===== src/rtl/count_pwm_pkg.sv =====
// Shared state encoding and defaults for the counter-driven PWM generator.
// Imported by count_pwm_gen and dead_time_gen.
package count_pwm_pkg;

  typedef enum logic [1:0] {
    IDLE  = 2'd0,
    ARMED = 2'd1,
    RUN   = 2'd2
  } pwm_state_t;

  localparam int CNT_W_DEF = 4;
  localparam int DEAD_DEF  = 1;

endpackage


===== src/rtl/dead_time_gen.sv =====
// Splits a raw PWM level into a complementary pair with DEAD both-low cycles at each edge.
// Outputs are registered, so the pair has the same one-cycle latency as the plain pwm output.
module dead_time_gen
  import count_pwm_pkg::*;
#(
  parameter int DEAD = DEAD_DEF
) (
  input  logic clk,
  input  logic rst,
  input  logic pwm_raw,
  output logic pwm,
  output logic pwm_n
);

  if (DEAD > 0) begin : g_dead
    logic [DEAD-1:0] hist;

    // A side turns on only after the raw level has been stable for DEAD cycles,
    // which also swallows pulses too short to survive the gap.
    always_ff @(posedge clk or negedge rst) begin
      if (!rst) begin
        hist  <= '0;
        pwm   <= 1'b0;
        pwm_n <= 1'b0;
      end else begin
        hist[0] <= pwm_raw;
        for (int i = DEAD - 1; i > 0; i--) begin
          hist[i] <= hist[i-1];
        end
        pwm   <= pwm_raw && (&hist);
        pwm_n <= !pwm_raw && !(|hist);
      end
    end
  end else begin : g_no_dead
    always_ff @(posedge clk or negedge rst) begin
      if (!rst) begin
        pwm   <= 1'b0;
        pwm_n <= 1'b0;
      end else begin
        pwm   <= pwm_raw;
        pwm_n <= !pwm_raw;
      end
    end
  end

endmodule


===== src/rtl/count_pwm_gen.sv =====
// Turns a free-running upstream count into PWM with a shadowed duty applied at each wrap.
// Define PWM_COMP_EN to add the dead-time complementary output pwm_n.
module count_pwm_gen
  import count_pwm_pkg::*;
#(
  parameter int WIDTH = CNT_W_DEF,
  parameter int DEAD  = DEAD_DEF
) (
  input  logic             clk,
  input  logic             rst,
  input  logic             en,
  input  logic [WIDTH-1:0] count,
  input  logic             duty_valid,
  input  logic [WIDTH-1:0] duty_data,
  output logic             duty_ready,
  output logic             pwm,
  output logic             period_start
`ifdef PWM_COMP_EN
  ,
  output logic             pwm_n
`endif
);

  pwm_state_t       state;
  pwm_state_t       next_state;
  logic [WIDTH-1:0] prev_count;
  logic [WIDTH-1:0] duty_active;
  logic [WIDTH-1:0] shadow;
  logic [WIDTH-1:0] duty_eff;
  logic             shadow_full;
  logic             wrap;
  logic             accept;
  logic             pwm_raw;

  // Any step to zero counts, so an upstream counter reset also starts a new period.
  assign wrap       = (count == '0) && (prev_count != '0);
  assign duty_ready = (state == IDLE) ? 1'b1 : !shadow_full;
  assign accept     = duty_valid && duty_ready;
  assign duty_eff   = (wrap && shadow_full) ? shadow : duty_active;

  always_comb begin
    next_state = state;
    if (!en) begin
      next_state = IDLE;
    end else begin
      case (state)
        IDLE:    next_state = ARMED;
        ARMED:   if (wrap) next_state = RUN;
        RUN:     next_state = RUN;
        default: next_state = IDLE;
      endcase
    end
  end

  assign pwm_raw = (next_state == RUN) && (count < duty_eff);

  always_ff @(posedge clk or negedge rst) begin
    if (!rst) begin
      state        <= IDLE;
      prev_count   <= '0;
      duty_active  <= '0;
      shadow       <= '0;
      shadow_full  <= 1'b0;
      period_start <= 1'b0;
    end else begin
      state        <= next_state;
      prev_count   <= count;
      period_start <= wrap && (state != IDLE) && en;

      if (accept && (state == IDLE)) begin
        duty_active <= duty_data;
      end else if (wrap && shadow_full) begin
        duty_active <= shadow;
      end

      // A write landing on the wrap edge stays in the shadow until the next wrap.
      if (accept && (state != IDLE)) begin
        shadow      <= duty_data;
        shadow_full <= 1'b1;
      end else if (wrap && shadow_full) begin
        shadow_full <= 1'b0;
      end
    end
  end

`ifdef PWM_COMP_EN
  dead_time_gen #(
    .DEAD (DEAD)
  ) u_dead_time (
    .clk     (clk),
    .rst     (rst),
    .pwm_raw (pwm_raw),
    .pwm     (pwm),
    .pwm_n   (pwm_n)
  );
`else
  always_ff @(posedge clk or negedge rst) begin
    if (!rst) begin
      pwm <= 1'b0;
    end else begin
      pwm <= pwm_raw;
    end
  end

  // DEAD only shapes the complementary pair; this build accepts and ignores it.
  if (DEAD < 0) begin : g_dead_unused
  end
`endif

endmodule

===== config.mk =====
export PLATFORM = sky130hd
export DESIGN_NAME = count_pwm_gen
export DESIGN_NICKNAME = d
export VERILOG_FILES = /design/src/rtl/count_pwm_pkg.sv /design/src/rtl/dead_time_gen.sv /design/src/rtl/count_pwm_gen.sv
export SDC_FILE = /design/constraint.sdc
export NUM_CORES = 1
export LEC_CHECK = 0
export CAP_MARGIN = 40
export CORE_AREA = 2 2 43 45
export DETAILED_ROUTE_END_ITERATION = 8
export DIE_AREA = 0 0 45 47
export HOLD_SLACK_MARGIN = 0.12
export PLACE_DENSITY = 0.73
export SLEW_MARGIN = 10
export SYNTH_ARGS = -nofsm -noshare
export SYNTH_HDL_FRONTEND = slang
export SYNTH_HIERARCHICAL = 1
export SYNTH_SLANG_ARGS = --single-unit

===== constraint.sdc =====
create_clock -name clk -period 4.7 [get_ports clk]
set_input_delay 1.175 -clock clk [delete_from_list [all_inputs] [get_ports clk]]
set_output_delay 1.175 -clock clk [all_outputs]
set_load 0.005 [all_outputs]

### Word level (Yosys, flattened, before mapping)

Index checks and enable logic that the tools add are counted.

| word-level totals | value |
|---|---|
| bits of input ports | 12 |
| output and inout bits | 3 |
| register bits | 17 |

| cells by class | value |
|---|---|
| eq/ne operators | 3 |
| multiplexer cells | 8 |
| order comparisons | 1 |
| reduce and logical (&&, ||, !) cells | 14 |

Operator list:

| cell | count |
|---|---|
| 1-bit logical AND | 8 |
| 4-bit two-way mux | 2 |
| 2-bit case mux with 3 select lines | 1 |
| 2-bit equality test (second input constant) | 2 |
| 4-bit logical NOT | 1 |
| 4-bit < comparator | 1 |
| 2-bit two-way mux | 2 |
| 2-bit nonzero test | 2 |
| 4-bit nonzero test | 1 |
| 1-bit two-way mux | 3 |
| 2-bit by 1-bit equality test with 1-bit output (second input constant) | 1 |
| 2-bit logical NOT | 1 |
| 1-bit logical NOT | 1 |

### Depth between registers and ports, before layout

Gate-level depths: netlist of run 1.

| depth | value |
|---|---|
| word-level depth | 7 |
| gate-level depth with buffers | 7 |
| gate-level depth less buffers | 7 |

### Worst setup path before layout of run 1

No wires, ideal clock.

| path | value |
|---|---|
| kind | input -> register |
| from | input count[0] |
| to | register pwm |
| path buffers | 0 |
| data required time | 4.613 ns |
| library setup time | 0.087 ns |
| setup slack | 2.015 ns |
| stages on the path | 7 |
| arrival time | 2.598 ns |
| cell sequence | nor4_2 nand3_4 mux2i_1 ha_1 a21oi_1 o21ai_0 a211oi_2 |

| between the ends | value |
|---|---|
| cells in the longest elaborated chain, start to end | 7 |
| elaborated cells on any way between the ends | 10 |
| classes of those cells | 1 x order compare; 1 x eq/ne; 4 x mux; 4 x reduce/logical |

Ends and longest elaborated chain:

| element | line | RTL |
|---|---|---|
| start: declaration | count_pwm_gen.sv:12 | `input logic [WIDTH-1:0] count,` |
| 4-bit logical NOT | count_pwm_gen.sv:36 | `assign wrap = (count == '0) && (prev_count != '0);` |
| 1-bit logical AND | count_pwm_gen.sv:36 |  |
| 2-bit two-way mux | count_pwm_gen.sv:48 | `ARMED: if (wrap) next_state = RUN;` |
| 2-bit case mux with 3 select lines | count_pwm_gen.sv:46 | `case (state)` |
| 2-bit two-way mux | count_pwm_gen.sv:43 | `if (!en) begin` |
| 2-bit equality test | count_pwm_gen.sv:55 | `assign pwm_raw = (next_state == RUN) && (count < duty_eff);` |
| 1-bit logical AND * | count_pwm_gen.sv:55 |  |
| via pwm_raw | count_pwm_gen.sv:33 | `logic pwm_raw;` |
| end signal: assignment | count_pwm_gen.sv:101 | `pwm <= pwm_raw;` |
| end: declaration | count_pwm_gen.sv:16 | `output logic pwm,` |

The timed path passes the listed nets; every way through them passes the cells marked *.
A chain may end at the register's enable or synchronous reset.

### Final worst setup path of run 1

Same ends and word-level chain as after synthesis.

==> results list, run 1 <==
- Status: finished clean
- Detailed-route wire length per cell: 13.8 um
- Standard cell core area: approximately 1700 um^2
- Cell internal power was estimated by the tool at 0.000254 W.
* Ratio of cells with drive above 1 in the final layout: 0.182
- Leading cell types by total area after synthesis: sky130_fd_sc_hd__dfrtp_1 56%, sky130_fd_sc_hd__mux2_2 5.9%, sky130_fd_sc_hd__mux2i_1 5.2%, sky130_fd_sc_hd__ha_1 4.9%, sky130_fd_sc_hd__a21oi_1 4.6%
* Top layer used by detailed routing: met4
- Slew at the pin with the worst max-slew slack: around 0.75 ns
- Arr. time, crit path: about 3.3 ns
- After detailed routing, the number of vias per cell comes to 5.34.
* Largest stage delay on the critical path: 0.47 ns
* Post-detailed-placement half-perimeter wirelength: 1020 um
- Reg-to-reg critical path endpoint: pwm$_DFF_PN0_
- GRT overflow: 0
- Post-route clock skew: 0.00373 ns
* Worst Hold End: state[0]$_DFF_PN0_
* Master cell of the clock root buffer: sky130_fd_sc_hd__clkbuf_4
- Bufs on Longest Clock Path: 2
- After synthesis the cells add up to 764 um^2.
* Count of flip-flops with a built-in enable after synthesis: 0
- The share of total power dissipated in combinational logic is 0.227.
- In this run, CTS created clock tree buffers numbering 3.
* Sw Pwr: 0.0000930 W
- The tool flagged a number of max-cap violations equal to 0.
* Routed wl met3: 63 um
- Buffers and inverters on the worst path: 1
- Post-detailed-route DRC marker count: 0
- Initial DRC Count: 6
- In this run the horizontal extent of the chip is 45 um.
* Number of inserted diodes: 0
- The detail route stage leaves a number of antenna-violating nets equal to 0.
* Category of the critical setup timing path: input pin to flop
- Aggregate negative setup slack: 0 ns
- Entering global routing, the biggest net connects 18 pins.
- Via count of the first global-routing pass: 474
* Hold Violations, Final: 0
- Synth top area share: 0.556
* Antenna violations before repair: 0
- For this run, the share of the core covered by cells in the final layout is 0.577.
- Type of origin of the critical path: input pin
* Proportion of total power due to net switching: 0.268
- Chip Height: approximately 47 um
* Number of levels in the clock H-tree: 1
* Clock Sink Count: 17
- CTS tree: built
* Reg clk slew, reported paths: 0.09 ns
- Dividing the final minimum period by the clock period gives 0.648.
* Synthesized net count: 74
* Post-synthesis cell type count: 22
- After synthesis the netlist holds a flip-flop and latch count of 17.
- In this run the worst path has a maximum fanout of 4.
- The final route contains 502 vias.
- For this run, the number of Yosys warnings is 6.
- Before antenna repair, the detailed router went through 4 iterations.
- For this configuration, the core starts out at a cell density of 0.463.
- At the worst endpoint, the required time is 4.90 ns.
- The first global-routing pass estimated 2220 um of wire.
- Along the worst hold path, the cell count comes to 1.
* Total number of nets in the final design: 93
* Number of setup buffers added after CTS: 0
* Slew Viols, Final: 0
- The detailed router put a total of 635 um of wire on met1.
- Summed over all instances, the cell type with the most area after synthesis is sky130_fd_sc_hd__dfrtp_1.
- Amount of wire on met2 after detailed routing: 587 um
- The worst path needs 3.05 ns of the cycle, external delays included.
* Setup slack after layout: 1.65 ns
* Average size of a mapped cell: 13.0 um^2
- In this run the core area contains 15 standard-cell rows.
- The most used flip-flop cell after synthesis is sky130_fd_sc_hd__dfrtp_1.
- Peak supply drop: 196 uV
- Worst hold-check path type: flop to flop
- The startpoint identified for the worst hold timing path is state[0]$_DFF_PN0_.
- Count of pins on the block boundary: 15
- For this run, the total global-route usage over all layers was measured as 0.153.
- Worst reg2reg setup slack: 2.56 ns
- The worst register-to-register path begins at prev_count[1]$_DFF_PN0_.
- After clock tree synthesis, the flow added hold-fix buffers numbering 0.
- Critical-path cell with the highest stage delay: sky130_fd_sc_hd__nor4_2
- Power share of the sequential group: 0.558
- Proportion of synthesized chip area in sequential cells: 0.556
- CP Capture Type: flop
* Unrepaired setup endpoints after global routing: false
- For this run, asynchronously set or reset flops after synthesis account for 1.00.
- In this run the tool buffered the top-level ports with 14 buffer cells.
* Detailed-route wire length: around 1300 um
* Highest clock rate: 328 MHz
* Family of cells with the greatest summed delay on the critical path: simple AND/OR/NAND/NOR gates
* Total die area: 2120 um^2
- Total power divided by cell area: 365 nW/um^2
- The number of gates resized after CTS was 0.
- OpenSTA, run right after detailed placement, puts the worst setup slack at 1.32 ns.
- Walking the worst path, the cells encountered are clkdlybuf4s50_1, nor4_2, nand3_4, mux2i_1, ha_1, a21oi_1, o21ai_0, a211oi_2.
* Global placement routability congestion: just over 0.7
- Clock latency on the worst-skew pair, taken at its later pin, is ~0.28 ns.
- Most instantiated library cell after synthesis: sky130_fd_sc_hd__dfrtp_1
- Finish-stage setup viols: 0
* List of most frequent post-synthesis cells: 17 x sky130_fd_sc_hd__dfrtp_1, 7 x sky130_fd_sc_hd__a21oi_1, 5 x sky130_fd_sc_hd__nor2_1
- The share of total power dissipated in the clock network is 0.215.
* Syn-to-layout area delta: 24.5%
* Logic depth of the worst register-to-register path: 7
- In this run the tightest slew margin relative to its limit is 0.500.
- For this design the static power due to leakage is 0.430 nW.
- Instance count of the mapped netlist: 59
[area by class of cell]
| cell class | instances | area [um^2] |
|---|---|---|
| Inverter | 1 | 3.75 |
| Fill cell | 153 | 699 |
| Clock buffer | 4 | 26.3 |
| Timing Repair Buffer | 14 | 140 |
| Multi-Input combinational cell | 41 | 335 |
| Tap cell | 17 | 21.3 |
| Sequential cell | 17 | 425 |
[metal layers]
layer	global-route usage	vias to the layer above
li1	-	250
met1	0.210	237
met2	0.231	13
met3	0.0346	2
met4	0.0706	0
met5	0	-
[cell families (layout without fill, tap and decap cells)]
kind of cell,after synthesis,count (layout),synth area share
multiplexers,8,8,0.111
AO/OA/AOI/OAI,12,12,0.113
adder cells (fa/ha/maj),3,3,0.0491
buffers and inverters,1,19,0.00491
flip-flops,17,17,0.556
AND/OR/NAND/NOR,18,18,0.165
[through the flow]
| step | hold WS (ns) | std cells | cell area (um^2) | power [W] |
|---|---|---|---|---|
| 2_1_floorplan | 0.460 | 59 | 764 | 0.000244 |
| 3_3_place_gp | 0.491 | 90 | 926 | 0.000271 |
| 3_5_place_dp | 0.495 | 90 | 926 | 0.000277 |
| 4_1_cts | 0.507 | 94 | 952 | 0.000352 |
| 5_1_grt | 0.548 | 94 | 952 | 0.000373 |
| 6_report | 0.506 | 94 | 952 | 0.000347 |
[flip-flops by register name, summed over array words and instances, names as in the netlist]
| name | count |
|---|---|
| duty_active | 4 |
| period_start | 1 |
| prev_count | 4 |
| pwm | 1 |
| shadow | 4 |
| shadow_full | 1 |
| state | 2 |
[worst max path at each step]
| stage | from | to | slack (ns) | cells after the start |
|---|---|---|---|---|
| 6_report | count[0] | pwm$_DFF_PN0_ | 1.65 | 8 |
| 5_1_grt | count[0] | pwm$_DFF_PN0_ | 1.46 | 8 |
| 3_5_place_dp | count[0] | pwm$_DFF_PN0_ | 1.32 | 8 |
| 4_1_cts | count[0] | pwm$_DFF_PN0_ | 1.62 | 8 |
| 2_1_floorplan | count[0] | pwm$_DFF_PN0_ | 2.01 | 7 |
| 3_3_place_gp | count[0] | pwm$_DFF_PN0_ | 1.36 | 8 |
[power groups by stage]
stage | Sequential [W] | Clock [W] | Combinational [W]
floorplan | 0.000192 | 0 | 0.0000515
global placement | 0.000195 | 0 | 0.0000762
detailed placement | 0.000197 | 0 | 0.0000798
CTS | 0.000194 | 0.0000774 | 0.0000799
global route | 0.000199 | 0.0000865 | 0.0000877
finish | 0.000194 | 0.0000747 | 0.0000787
[cell usage in the layout, fill, tap and decap left out]
cell	instances
sky130_fd_sc_hd__nor3b_1	1
sky130_fd_sc_hd__dfrtp_1	17
sky130_fd_sc_hd__a31oi_4	1
sky130_fd_sc_hd__nor4_2	1
sky130_fd_sc_hd__a21oi_1	7
sky130_fd_sc_hd__mux2i_1	4
sky130_fd_sc_hd__clkbuf_4	3
sky130_fd_sc_hd__nand3_4	1
sky130_fd_sc_hd__mux2_2	4
sky130_fd_sc_hd__a21o_1	1
sky130_fd_sc_hd__inv_1	1
sky130_fd_sc_hd__and3b_1	1
sky130_fd_sc_hd__o21ai_0	2
sky130_fd_sc_hd__nor3b_2	1
sky130_fd_sc_hd__and3_1	1
sky130_fd_sc_hd__nand2b_1	1
sky130_fd_sc_hd__or4_4	1
sky130_fd_sc_hd__and2_2	1
sky130_fd_sc_hd__nor2_1	5
sky130_fd_sc_hd__clkbuf_1	1
sky130_fd_sc_hd__a211oi_2	1
sky130_fd_sc_hd__clkdlybuf4s50_1	14
sky130_fd_sc_hd__nand2_1	3
sky130_fd_sc_hd__nor2b_1	1
sky130_fd_sc_hd__ha_1	3
(Power assumes the default switching activity.)
==> inputs of run 2 (changes only) <==
==> constraint.sdc (replaced) <==
create_clock -name clk -period 3.1 [get_ports clk]
set_input_delay 0.775 -clock clk [delete_from_list [all_inputs] [get_ports clk]]
set_output_delay 0.775 -clock clk [all_outputs]
set_load 0.005 [all_outputs]
==> run 2 against run 1 <==
Clock-buffer cell count unchanged. Critical endpoint unchanged. Sequential power up 52%. Non-clock buffer count is the same. Core utilization stayed put. Highest routed layer unchanged. Largest cell class unchanged. Cell count is the same. Combinational power rose by 50%. Sequential share of layout area is the same. Clock skew fell by 0.0018 ns. Flip-flop and latch count did not move. First-iteration DRC count up 17%.
==> results list, run 2 (synthesis gave the netlist of run 1 again) <==
* Crit Path Max Fanout: 4
- Most common cell after layout, fill and taps aside: sky130_fd_sc_hd__dfrtp_1
- Post-route clock skew: 0.00189 ns
* Tot GR Track Use: 0.151
* Global placement routability congestion: 0.730
- In the final layout, the multi-input gates occupy ~340 um^2.
- Post-detailed-placement half-perimeter wirelength: 977 um
- For this run, the top clock speed supported by timing is around 380 MHz.
- Total area of sequential cells: 425 um^2
- Slew Viols, Final: 0
* CTS tree: built
- The worst hold path begins at state[0]$_DFF_PN0_.
- STA classifies the critical path endpoint as a flop.
- For this configuration, the core starts out at a cell density of 0.463.
- Master cell of the clock root buffer: sky130_fd_sc_hd__clkbuf_4
* Ratio of cells with drive above 1 in the final layout: 0.182
- Measured along the y axis, the die boundary spans 47 um.
* Total power divided by cell area: approximately 550 nW/um^2
* Peak supply drop: 319 uV
* Clock Sink Count: 17
- After detailed routing, the number of vias per cell comes to 5.38.
- In this run the critical register-to-register path is launched from prev_count[1]$_DFF_PN0_.
* Final period utilization: 0.847
- Minimum clock period after layout: 2.63 ns
* Number of rows in the core area: 15
* Slew at the pin with the worst max-slew slack: 0.751 ns
* Worst reg2reg setup slack: 0.96 ns
* Number of levels in the clock H-tree: 1
* Number of iterations in the first detailed-routing pass: 4
* Via count of the first global-routing pass: about 470
* Arr. time, crit path: 2.83 ns
* Number of setup buffers added after CTS: 0
- The largest registers in the layout are duty_active (4), prev_count (4), shadow (4).
- Detailed-route wire length per cell: between 10 and 15 um
* Max_cap viols: 0
* Aggregate negative setup slack: 0 ns
- Detailed routing inserted a total of 506 vias.
- After clock tree synthesis, the clock-pin slew on the worst setup and hold paths is about 0.090 ns.
- Bufs on Longest Clock Path: 2
* Die outline width: 45 um
- For the worst setup path, the data required time is 3.31 ns.
- The area growth from synthesis to layout is 24.5%.
- The worst setup path is of the input pin to flop kind.
* Tightest hold margin: 0.512 ns
* Commonest cells after routing, fill and taps aside: 17 x sky130_fd_sc_hd__dfrtp_1, 14 x sky130_fd_sc_hd__clkdlybuf4s50_1, 7 x sky130_fd_sc_hd__a21oi_1
- The initial antenna violation count was 0.
- Once routing completed, OpenROAD measured the worst setup slack at approximately 0.47 ns.
- Total Power Consumption: 0.000528 W
- For this run the aggregate overflow at the end of global routing stands at 0.
- After floorplanning, the core was sized to cover 1650 um^2.
- Setup repair after global routing left no endpoint under its margin.
- Number of inserted diodes: 0
* Initial DRC Count: 7
* Worst setup slack after placement: 0.146 ns
* Number of CTS-inserted buffers: 3
- Worst hold-check path type: flop to flop
- Number of nets with antenna violations after routing: 0
- Hold buffer count at CTS: 0
- The first global-routing pass estimated 2170 um of wire.
- Entering global routing, the biggest net connects 18 pins.
- Setup violations remaining at the end of the flow were counted as 0.
* Total die area: 2120 um^2
* Count of filler cells inserted in the layout: 149
* Leakage power figure: 0.430 nW
- Total number of nets in the final design: between 90 and 100
- Type of origin of the critical path: input pin
* First element of the critical path: count[0]
* Count of pins on the block boundary: 15
- Status: finished clean
- Hold Violations, Final: 0
- Slew margin rel.: 0.498
- Post-detailed-route DRC marker count: 0
- The count of buffers added on input and output ports is 14.
- The later pin in the worst-skew pair is clocked with a latency of 0.28 ns.
- After detailed routing, the total wire length is 1290 um.
* Final core utilization: 0.577
* Count of cells resized by post-cts repair: 0
## run 2: cell counts in the layout (fill, tap and decap cells not counted)
No cell type changed its count.
## run 2: power breakdown
part	total, W	leakage, nW	internal (W)	switching, W
combinational	0.000118	0.213	0.0000685	0.0000496
sequential	0.000295	0.202	0.000267	0.0000280
clock	0.000115	0.0150	0.0000500	0.0000651
## run 2: final timing paths
path	endpoint	cells after the start
max	pwm$_DFF_PN0_	8
min	state[0]$_DFF_PN0_	1
max reg2reg	pwm$_DFF_PN0_	7
min reg2reg	state[0]$_DFF_PN0_	1
max in group asynchronous	pwm$_DFF_PN0_	1
min in group asynchronous	state[0]$_DFF_PN0_	1
## run 2: critical path, cell delays in order
cell and delay, ns:
sky130_fd_sc_hd__clkdlybuf4s50_1 0.47, sky130_fd_sc_hd__nor4_2 0.45, sky130_fd_sc_hd__nand3_4 0.17, sky130_fd_sc_hd__mux2i_1 0.23, sky130_fd_sc_hd__ha_1 0.29, sky130_fd_sc_hd__a21oi_1 0.14, sky130_fd_sc_hd__o21ai_0 0.12, sky130_fd_sc_hd__a211oi_2 0.19
## run 2: cell type report
class | instances | share of cell area
Clock buffer | 4 | 0.0276
Inverter | 1 | 0.00394
Multi-Input combinational cell | 41 | 0.352
Sequential cell | 17 | 0.447
Tap cell | 17 | 0.0223
Timing Repair Buffer | 14 | 0.147
## run 2: layer usage
metal | up-vias | wire, um | global-route usage | part of all wire
li1 | 245 | - | - | -
met1 | 242 | 580 | 0.196 | 0.45
met2 | 15 | 611 | 0.231 | 0.48
met3 | 4 | 68 | 0.0346 | 0.053
met4 | 0 | 26 | 0.0882 | 0.020
met5 | - | 0 | 0 | 0
## run 2: per-stage QoR
| step | area (um^2) | std cells |
|---|---|---|
| after floorplan | 764 | 59 |
| after global placement | 926 | 90 |
| after detailed placement | 926 | 90 |
| after CTS | 952 | 94 |
| after global routing | 952 | 94 |
| final | 952 | 94 |
